[src/rtl/sha256_pkg.sv]
// sha256_pkg: FIPS 180-4 constants, FSM state type and round helper functions.
// Latency: n/a (constants and pure combinational functions only).
// Backpressure: n/a.
package sha256_pkg;

  typedef enum logic [1:0] {
    ST_IDLE   = 2'd0,
    ST_ROUNDS = 2'd1,
    ST_DONE   = 2'd2
  } state_t;

  // Initial hash values, H0 in the most significant word.
  localparam logic [255:0] IV_256 = {
    32'h6a09e667, 32'hbb67ae85, 32'h3c6ef372, 32'ha54ff53a,
    32'h510e527f, 32'h9b05688c, 32'h1f83d9ab, 32'h5be0cd19};
  localparam logic [255:0] IV_224 = {
    32'hc1059ed8, 32'h367cd507, 32'h3070dd17, 32'hf70e5939,
    32'hffc00b31, 32'h68581511, 32'h64f98fa7, 32'hbefa4fa4};

  // Round constants; ascending packed range so K[0] is the first listed word.
  localparam logic [0:63][31:0] K = {
    32'h428a2f98, 32'h71374491, 32'hb5c0fbcf, 32'he9b5dba5,
    32'h3956c25b, 32'h59f111f1, 32'h923f82a4, 32'hab1c5ed5,
    32'hd807aa98, 32'h12835b01, 32'h243185be, 32'h550c7dc3,
    32'h72be5d74, 32'h80deb1fe, 32'h9bdc06a7, 32'hc19bf174,
    32'he49b69c1, 32'hefbe4786, 32'h0fc19dc6, 32'h240ca1cc,
    32'h2de92c6f, 32'h4a7484aa, 32'h5cb0a9dc, 32'h76f988da,
    32'h983e5152, 32'ha831c66d, 32'hb00327c8, 32'hbf597fc7,
    32'hc6e00bf3, 32'hd5a79147, 32'h06ca6351, 32'h14292967,
    32'h27b70a85, 32'h2e1b2138, 32'h4d2c6dfc, 32'h53380d13,
    32'h650a7354, 32'h766a0abb, 32'h81c2c92e, 32'h92722c85,
    32'ha2bfe8a1, 32'ha81a664b, 32'hc24b8b70, 32'hc76c51a3,
    32'hd192e819, 32'hd6990624, 32'hf40e3585, 32'h106aa070,
    32'h19a4c116, 32'h1e376c08, 32'h2748774c, 32'h34b0bcb5,
    32'h391c0cb3, 32'h4ed8aa4a, 32'h5b9cca4f, 32'h682e6ff3,
    32'h748f82ee, 32'h78a5636f, 32'h84c87814, 32'h8cc70208,
    32'h90befffa, 32'ha4506ceb, 32'hbef9a3f7, 32'hc67178f2};

  function automatic logic [31:0] rotr(input logic [31:0] x, input int unsigned n);
    return (x >> n) | (x << (32 - n));
  endfunction

  function automatic logic [31:0] ch(input logic [31:0] x, input logic [31:0] y,
                                     input logic [31:0] z);
    return (x & y) ^ (~x & z);
  endfunction

  function automatic logic [31:0] maj(input logic [31:0] x, input logic [31:0] y,
                                      input logic [31:0] z);
    return (x & y) ^ (x & z) ^ (y & z);
  endfunction

  function automatic logic [31:0] big_sigma0(input logic [31:0] x);
    return rotr(x, 2) ^ rotr(x, 13) ^ rotr(x, 22);
  endfunction

  function automatic logic [31:0] big_sigma1(input logic [31:0] x);
    return rotr(x, 6) ^ rotr(x, 11) ^ rotr(x, 25);
  endfunction

  function automatic logic [31:0] small_sigma0(input logic [31:0] x);
    return rotr(x, 7) ^ rotr(x, 18) ^ (x >> 3);
  endfunction

  function automatic logic [31:0] small_sigma1(input logic [31:0] x);
    return rotr(x, 17) ^ rotr(x, 19) ^ (x >> 10);
  endfunction

endpackage

[src/rtl/sha256_w_schedule.sv]
// sha256_w_schedule: message schedule as a 16-word sliding window; o_w is W[t] for the current round.
// Latency: loads the block on i_load, each i_shift advances one word (1 cycle).
// Backpressure: none; the window only moves when i_shift is high.
// Ports: clk, reset_n; i_load/i_block capture a new block; i_shift steps a round; o_w current W[t].
module sha256_w_schedule
  import sha256_pkg::*;
(
  input  logic         clk,
  input  logic         reset_n,
  input  logic         i_load,
  input  logic         i_shift,
  input  logic [511:0] i_block,
  output logic [31:0]  o_w
);

  // r_win[k] holds W[t+k]; index 0 maps to block[511:480].
  logic [0:15][31:0] r_win;
  logic [31:0]       w_new;

  // W[t+16] from the window: s1(W[t+14]) + W[t+9] + s0(W[t+1]) + W[t].
  assign w_new = small_sigma1(r_win[14]) + r_win[9] + small_sigma0(r_win[1]) + r_win[0];
  assign o_w   = r_win[0];

  always_ff @(posedge clk or negedge reset_n) begin
    if (!reset_n) begin
      r_win <= '0;
    end else if (i_load) begin
      r_win <= i_block;
    end else if (i_shift) begin
      r_win <= {r_win[1:15], w_new};
    end
  end

endmodule

[src/rtl/sha256_hash_core.sv]
// sha256_hash_core: SHA-256 (and optionally SHA-224, macro SHA256_SHA224_EN) one-block compressor.
// Latency: 66 cycles from accepted init/next to ready=1 with digest_valid=1 (64 rounds + add + finish).
// Backpressure: init/next are only accepted while ready=1; commands while busy are dropped.
// Ports: clk, reset_n (async, active low); init/next/mode/block command; ready, digest, digest_valid.
module sha256_hash_core
  import sha256_pkg::*;
(
  input  logic         clk,
  input  logic         reset_n,
  input  logic         init,
  input  logic         next,
  input  logic         mode,
  input  logic [511:0] block,
  output logic         ready,
  output logic [255:0] digest,
  output logic         digest_valid
);

  state_t            r_state, w_state_nxt;
  logic              r_ready, r_valid;
  logic [5:0]        r_t;
  logic [0:7][31:0]  r_h;    // H0..H7
  logic [0:7][31:0]  r_wv;   // working variables a..h
  logic [0:7][31:0]  w_wv_nxt;
  logic [0:7][31:0]  w_h_sum;
  logic [255:0]      w_iv;
  logic [31:0]       w_w, w_t1, w_t2;
  logic              w_start, w_round;

`ifdef SHA256_SHA224_EN
  assign w_iv = mode ? IV_256 : IV_224;
`else
  logic w_unused_mode;
  assign w_unused_mode = mode;
  assign w_iv          = IV_256;
`endif

  sha256_w_schedule u_w_schedule (
    .clk     (clk),
    .reset_n (reset_n),
    .i_load  (w_start),
    .i_shift (w_round),
    .i_block (block),
    .o_w     (w_w)
  );

  always_ff @(posedge clk or negedge reset_n) begin
    if (!reset_n) r_state <= ST_IDLE;
    else          r_state <= w_state_nxt;
  end

  always_comb begin
    w_state_nxt = r_state;
    w_start     = 1'b0;
    w_round     = 1'b0;
    case (r_state)
      ST_IDLE: begin
        if (r_ready && (init || next)) begin
          w_start     = 1'b1;
          w_state_nxt = ST_ROUNDS;
        end
      end
      ST_ROUNDS: begin
        w_round = 1'b1;
        if (r_t == 6'd63) w_state_nxt = ST_DONE;
      end
      ST_DONE:  w_state_nxt = ST_IDLE;
      default:  w_state_nxt = ST_IDLE;
    endcase
  end

  // One FIPS round on a..h.
  always_comb begin
    w_t1 = r_wv[7] + big_sigma1(r_wv[4]) + ch(r_wv[4], r_wv[5], r_wv[6]) + K[r_t] + w_w;
    w_t2 = big_sigma0(r_wv[0]) + maj(r_wv[0], r_wv[1], r_wv[2]);
    w_wv_nxt = {w_t1 + w_t2, r_wv[0], r_wv[1], r_wv[2],
                r_wv[3] + w_t1, r_wv[4], r_wv[5], r_wv[6]};
    for (int i = 0; i < 8; i++) w_h_sum[i] = r_h[i] + r_wv[i];
  end

  always_ff @(posedge clk or negedge reset_n) begin
    if (!reset_n) begin
      r_ready <= 1'b1;
      r_valid <= 1'b0;
      r_t     <= '0;
      r_h     <= '0;
      r_wv    <= '0;
    end else if (w_start) begin
      r_ready <= 1'b0;
      r_valid <= 1'b0;
      r_t     <= '0;
      if (init) begin
        r_h  <= w_iv;
        r_wv <= w_iv;
      end else begin
        r_wv <= r_h;
      end
    end else if (w_round) begin
      r_t  <= r_t + 6'd1;
      r_wv <= w_wv_nxt;
    end else if (r_state == ST_DONE) begin
      r_h <= w_h_sum;
    end else if (!r_ready) begin
      // IDLE one cycle after DONE: H is final, announce it.
      r_ready <= 1'b1;
      r_valid <= 1'b1;
    end
  end

  assign ready        = r_ready;
  assign digest_valid = r_valid;
  assign digest       = r_h;

endmodule

[config.mk]
export PLATFORM = sky130hd
export DESIGN_NAME = sha256_hash_core
export DESIGN_NICKNAME = d
export VERILOG_FILES = /design/src/rtl/sha256_pkg.sv /design/src/rtl/sha256_w_schedule.sv /design/src/rtl/sha256_hash_core.sv
export SDC_FILE = /design/constraint.sdc
export NUM_CORES = 2
export LEC_CHECK = 0
export BUFFER_PORTS_ARGS = -buffer_cell sky130_fd_sc_hd__buf_2
export CAP_MARGIN = 20
export CORE_AREA = 2 2 404 406
export CTS_CLUSTER_SIZE = 16
export DETAILED_ROUTE_END_ITERATION = 16
export DIE_AREA = 0 0 406 408
export PLACE_DENSITY_LB_ADDON = 0.15
export SYNTH_ARGS = -nofsm -noshare
export SYNTH_HDL_FRONTEND = slang
export SYNTH_SLANG_ARGS = --single-unit
[constraint.sdc]
create_clock -name clk -period 10.03 [get_ports clk]
set_input_delay 1.003 -clock clk [delete_from_list [all_inputs] [get_ports clk]]
set_output_delay 1.003 -clock clk [all_outputs]
set_load 0.03 [all_outputs]
### Word level (Yosys, flattened, before mapping)

Memory sizes are Yosys's and may differ from the RTL's.
Index checks and enable logic that the tools add are counted.

| word-level totals | value |
|---|---|
| memories | 1 |
| memory bits (read-only) | 2,048 |
| input port bits | 517 |
| output and inout port bits | 258 |
| bits in registers | 1,034 |

Memories:

| memory | depth | bits a word | read ports | clocked after Yosys merged registers in | wr ports | RTL line | RTL |
|---|---|---|---|---|---|---|---|
| (name not given) | 64 | 32 | 1 | 0 | 0 | sha256_hash_core.sv:74 | `w_t1 = r_wv[7] + big_sigma1(r_wv[4]) + ch(r_wv[4], r_wv[5], r_wv[6]) + K[r_t] + w_w;` |

| cells by class | value |
|---|---|
| order comparisons | 1 |
| add/subtract/negate cells | 19 |
| bitwise logic cells | 28 |
| multiplexer cells | 25 |
| reduce and logical (&&, ||, !) cells | 9 |
| equal/unequal tests | 8 |

Operators by type and width:

| cell | count |
|---|---|
| two-way mux 256 bit | 6 |
| two-way mux 512 bit | 2 |
| adder 32 bit | 18 |
| XOR 32 bit | 9 |
| AND 32 bit | 5 |
| two-way mux 32 bit | 2 |
| inverter 32 bit | 1 |
| OR 10 x 32 -> 32 bit | 1 |
| OR 13 x 32 -> 32 bit | 1 |
| OR 14 x 32 -> 32 bit | 1 |
| OR 15 x 32 -> 32 bit | 1 |
| OR 19 x 32 -> 32 bit | 1 |
| OR 21 x 32 -> 32 bit | 1 |
| OR 25 x 32 -> 32 bit | 1 |
| OR 26 x 32 -> 32 bit | 1 |
| OR 30 x 32 -> 32 bit | 1 |
| OR 7 x 32 -> 32 bit | 1 |
| XOR 32 x 22 -> 32 bit | 1 |
| XOR 32 x 29 -> 32 bit | 1 |
| two-way mux 6 bit | 2 |
| two-way mux 1 bit | 10 |
| greater-or-equal comparator 7 bit (second input constant) | 1 |
| inverter 6 -> 7 bit | 1 |
| adder 6 x 1 -> 6 bit (second input constant) | 1 |
| 13 further kinds | 20 |

### Depth between registers and ports, before layout

| depth | value |
|---|---|
| depth after elaboration | 10 |
| gate-level depth with buffers | 42 |

### By module

Synthesis repeated with hierarchy kept, for this count alone.

| second synthesis, totals | value |
|---|---|
| cells, all modules | 8,254 |
| area, all modules | 73,863.3 sq um |

Modules (own cells, without submodules):

| module | cells an instance | seq. area each (sq um) | instances | area each (sq um) |
|---|---|---|---|---|
| sha256_hash_core | 5,424 | 13,063.8 | 1 | 46,000.4 |
| sha256_w_schedule | 2,830 | 12,812.3 | 1 | 27,863.0 |

### Worst setup path after synthesis

No wires, ideal clock.

| timing | value |
|---|---|
| path type | register to register |
| from | register r_t[1] |
| to | register r_wv[255] (netlist name) |
| data required time | 9.900 ns |
| arrival | 8.146 ns |
| cell stages (with the launch flop) | 43 |
| setup slack | 1.754 ns |
| buffers on the path | 2 |
| period minus slack after synthesis | 8.276 ns |
| setup time | 0.130 ns |
| cell sequence | dfrtp_1 clkbuf_1 inv_1 ha_1 clkbuf_1 inv_1 nor2_1 nor3_1 a21oi_1 o21ai_0 a221oi_1 nor2_1 fa_1 inv_1 fa_1 inv_1 ha_1 o21ai_1 [7 not listed] a21oi_1 xnor2_1 inv_1 fa_1 inv_1 ha_1 a21o_1 a21o_1 a21o_1 and2_1 nor3_1 a21oi_1 a221oi_1 o21ai_1 a21o_1 a21o_1 xnor3_1 o21ai_1 |

| between the ends | value |
|---|---|
| longest elaborated chain between the ends | 9 |

RTL lines:

| element | RTL line | RTL |
|---|---|---|
| from (decl) | sha256_hash_core.sv:21 | `logic [5:0] r_t;` |
| from (signal assigned) | sha256_hash_core.sv:99 | `r_t <= r_t + 6'd1;` |
| inverter 6 -> 7 bit (not written as such) | sha256_hash_core.sv:74 |  |
| memory read (64 x 32 bit) | n/a |  |
| two-way mux 32 bit (not written as such) (2 in series) | sha256_hash_core.sv:74 |  |
| adder 32 bit (2 in series) | sha256_hash_core.sv:74 |  |
| adder 32 bit | sha256_hash_core.sv:76 | `w_wv_nxt = {w_t1 + w_t2, r_wv[0], r_wv[1], r_wv[2],` |
| two-way mux 256 bit | sha256_hash_core.sv:98 | `end else if (w_round) begin` |
| two-way mux 256 bit | sha256_hash_core.sv:88 | `end else if (w_start) begin` |
| to (signal assigned) | sha256_hash_core.sv:94 | `r_wv <= w_iv;` |
| to (signal assigned) | sha256_hash_core.sv:96 | `r_wv <= r_h;` |
| to (signal assigned) | sha256_hash_core.sv:100 | `r_wv <= w_wv_nxt;` |
| to (decl) | sha256_hash_core.sv:23 | `logic [0:7][31:0] r_wv;` |

Every way passes these cells. The select of a mux whose other input is x is not followed.
A chain may end at the register's enable or synchronous reset.

### Worst setup path after layout

| timing | value |
|---|---|
| from | register r_t[2] |
| to | register r_wv[255] (netlist name) |

Same word-level chain as after synthesis.

==> metrics.md <==
| Metric | Value |
|---|---|
| Status | `finished clean` |
| Number of slew-limit violations in the final report | `0` |
| Top delay family on crit path | `compound AO/OA/AOI/OAI gates` |
| Post-Route Utilization | `51.2%` |
| Wire length reported by the detailed router | `291 mm` |
| Initial core utilization | `44.7%` |
| Pin slew with the least headroom to its limit | `1220 ps` |
| Slowest-stage cell, CP | `sky130_fd_sc_hd__dfrtp_4` |
| Placement Rows | `148` |
| Highest-count cells in the layout ignoring fill and taps | `sky130_fd_sc_hd__dfrtp_1 (1030), sky130_fd_sc_hd__o21ai_0 (951), sky130_fd_sc_hd__nand2_1 (839)` |
| TritonCTS clock tree | `done` |
| Number of antenna violations at the first check in global routing | `43` |
| Final net count | `9629` |
| Clock skew | `88.3 ps` |
| Most common library cell in the layout ignoring fill and taps | `sky130_fd_sc_hd__dfrtp_1` |
| Setup violators final | `0` |
| Min-delay worst type | `in -> async` |
| Total iterations of the first detailed-routing run | `5` |
| Insertion delay of the later-clocked pin in the worst-skew pair | `790 ps` |
| Die height | `408 um` |
| Number of cells traversed by the worst register-to-register path | `40` |
| Setup TNS | `0 ps` |
| Number of CTS-inserted buffers | `120` |
| Average size of a mapped cell | `9.07 um2` |
| Global Route Usage Sum | `34.4%` |
| Max incr delay on CP | `610 ps` |
| Type of element launching the critical path | `flop` |
| Most frequent cell on the critical path | `sky130_fd_sc_hd__a21o_1` |
| CP arrival | `9680 ps` |
| Time the final worst path needs with I/O delays and setup | `9060 ps` |
| Total core area | `162000 um2` |
| Post-detailed-route wirelength per cell | `26.9 um` |
| Mapped cell area | `72200 um2` |
| Classification of the worst setup path | `reg -> reg` |
| Prevailing post-synth register cell | `sky130_fd_sc_hd__dfrtp_1` |
| Required time at the endpoint of the critical path | `10650 ps` |
| Quantity of gates resized following cts | `0` |
| Share of layout cells above drive strength 1 | `14.5%` |
| Maximum fanout count along the critical path | `28` |
| HPWL Detailed | `223 mm` |
| Port bufs | `773` |
| Fmax | `0.110 GHz` |
| Total vias in the final route | `62800` |
| Post-synth EDFFs | `0` |
| DRC marker count from the first detailed-route iteration | `5875` |
| Htree depth | `3` |
| Cell taking the most area after synthesis | `sky130_fd_sc_hd__dfrtp_1` |
| Die Wd | `406 um` |
| Area delta synth->final | `14.5%` |
| Pin count of the biggest net entering global routing | `279` |
| Setup bufs post-CTS | `0` |
| Period utilization | `90.3%` |
| Final hold violation count | `0` |
| Syn Nets | `9073` |
| Post-detailed-route count of antenna-violating nets | `0` |
| Share of the synthesized area in the top cell type | `35.8%` |
| Sequential share of the synthesized area | `35.8%` |
| Number of distinct library cell variants in the gate-level netlist after synthesis | `88` |
| Unrepaired setup endpoints after global routing | `no` |
| DRC | `0` |
| Vias/cell | `5.80` |
| Fraction of synthesis flops using an asynchronous set or reset pin | `100%` |
| Count of buffer and inverter cells on the critical path | `8` |
| Sink Count | `1034` |
| Maximum clock path buffer count | `3` |
| Die area | `166000 um2` |
| Hold buffer count at CTS | `0` |
| Final weighted congestion in routability-driven placement | `0.981` |
| Wire length of the first global-routing pass | `421 mm` |
| # Max-Cap Violations | `0` |
| Ys Warns | `0` |
| Relative slew margins | `18.0%` |
| Total congestion overflow | `0` |
| Worst-path clk slew | `60 ps` |
| # IOs | `775` |
| Endpoint class of the critical path | `flop` |
| Post-synthesis cell count | `7967` |
| Cell chosen for the clock root | `sky130_fd_sc_hd__clkbuf_16` |
| Largest cells by area after synthesis | `sky130_fd_sc_hd__dfrtp_1 (36%), sky130_fd_sc_hd__mux2i_1 (10%), sky130_fd_sc_hd__ha_1 (6.8%)` |
| Flops & latches, synth | `1034` |
| Logic depth of the worst setup path including buffers | `40` |
| Vias in the first global route | `60900` |
[registers in the layout (all words and copies together) (netlist names)]
register            flops
digest_valid            1
ready                   1
u_w_schedule.r_win    480
r_wv                  256
r_t                     6
r_state                 2
u_w_schedule.o_w       32
digest                256
[synthesized netlist by cell type, types with 48 or more instances]
| library cell | count |
|---|---|
| sky130_fd_sc_hd__o21ai_0 | 951 |
| sky130_fd_sc_hd__dfrtp_1 | 1033 |
| sky130_fd_sc_hd__o21bai_1 | 52 |
| sky130_fd_sc_hd__nor2b_1 | 50 |
| sky130_fd_sc_hd__a21oi_1 | 665 |
| sky130_fd_sc_hd__fa_1 | 195 |
| sky130_fd_sc_hd__nand2b_1 | 64 |
| sky130_fd_sc_hd__a31oi_1 | 55 |
| sky130_fd_sc_hd__nor2_1 | 378 |
| sky130_fd_sc_hd__inv_1 | 339 |
| sky130_fd_sc_hd__nand2_1 | 840 |
| sky130_fd_sc_hd__mux2i_1 | 730 |
| sky130_fd_sc_hd__buf_1 | 48 |
| sky130_fd_sc_hd__nand3_1 | 157 |
| sky130_fd_sc_hd__ha_1 | 394 |
| sky130_fd_sc_hd__nor3_1 | 208 |
| sky130_fd_sc_hd__clkbuf_1 | 491 |
| sky130_fd_sc_hd__o21a_1 | 56 |
| sky130_fd_sc_hd__a21o_1 | 184 |
| sky130_fd_sc_hd__xnor2_1 | 361 |
| sky130_fd_sc_hd__xor2_1 | 208 |
| sky130_fd_sc_hd__a211oi_1 | 50 |
[metrics by stage]
step	hold WS [ps]	cells	cell area, um2	setup slack (ps)
floorplan	494	7967	72200	1750
global placement	479	10600	78500	1050
detailed placement	492	10600	78500	1060
CTS	240	10800	82700	1020
global route	315	10800	82700	373
finish	246	10800	82700	971
[layout make-up]
type	count	area, um2
Sequential cell	1034	25900
Clock inverter	41	662
Timing Repair Buffer	973	5510
Tap cell	2175	2720
Multi-Input combinational cell	6054	43100
Antenna cell	22	55.1
Inverter	340	1280
Clock buffer	177	3490
Fill cell	15400	79000
[cells by family (layout without fill, tap and decap cells)]
| family | after synthesis | in the layout | share of synthesized area [%] |
|---|---|---|---|
| simple gates | 1842 | 1842 | 11.2 |
| flops | 1034 | 1034 | 35.8 |
| fa+ha+maj | 592 | 592 | 12.3 |
| buf+inv | 879 | 1531 | 4.57 |
| xor+xnor | 571 | 571 | 6.95 |
| compound gates | 2289 | 2289 | 18.5 |
| mux | 760 | 760 | 10.7 |
| other cells | 0 | 22 | 0 |
[metal layers]
layer | wire (um) | vias to the layer above | track usage, %
met5 | 234 | - | 0
met4 | 15000 | 40 | 15.8
met3 | 19200 | 493 | 5.58
met2 | 133000 | 2315 | 54.7
met1 | 123000 | 30900 | 45.8
li1 | - | 29000 | -
[path summary, 6_finish.rpt]
check	endpoint	startpoint	slack (ps)
max in group asynchronous	u_w_schedule.r_win[396]	reset_n	7410
min in group clk	u_w_schedule.r_win[16]	block[16]	420
setup reg to reg	r_wv[255]	r_t[2]	970
hold reg to reg	digest[159]	digest[159]	510
setup / recovery	r_wv[255]	r_t[2]	970
hold / removal	digest[50]	reset_n	250
Power is left out: the tool's default activity adds up to more than one toggle a clock period on the data nets, which glitch-free logic cannot reach.
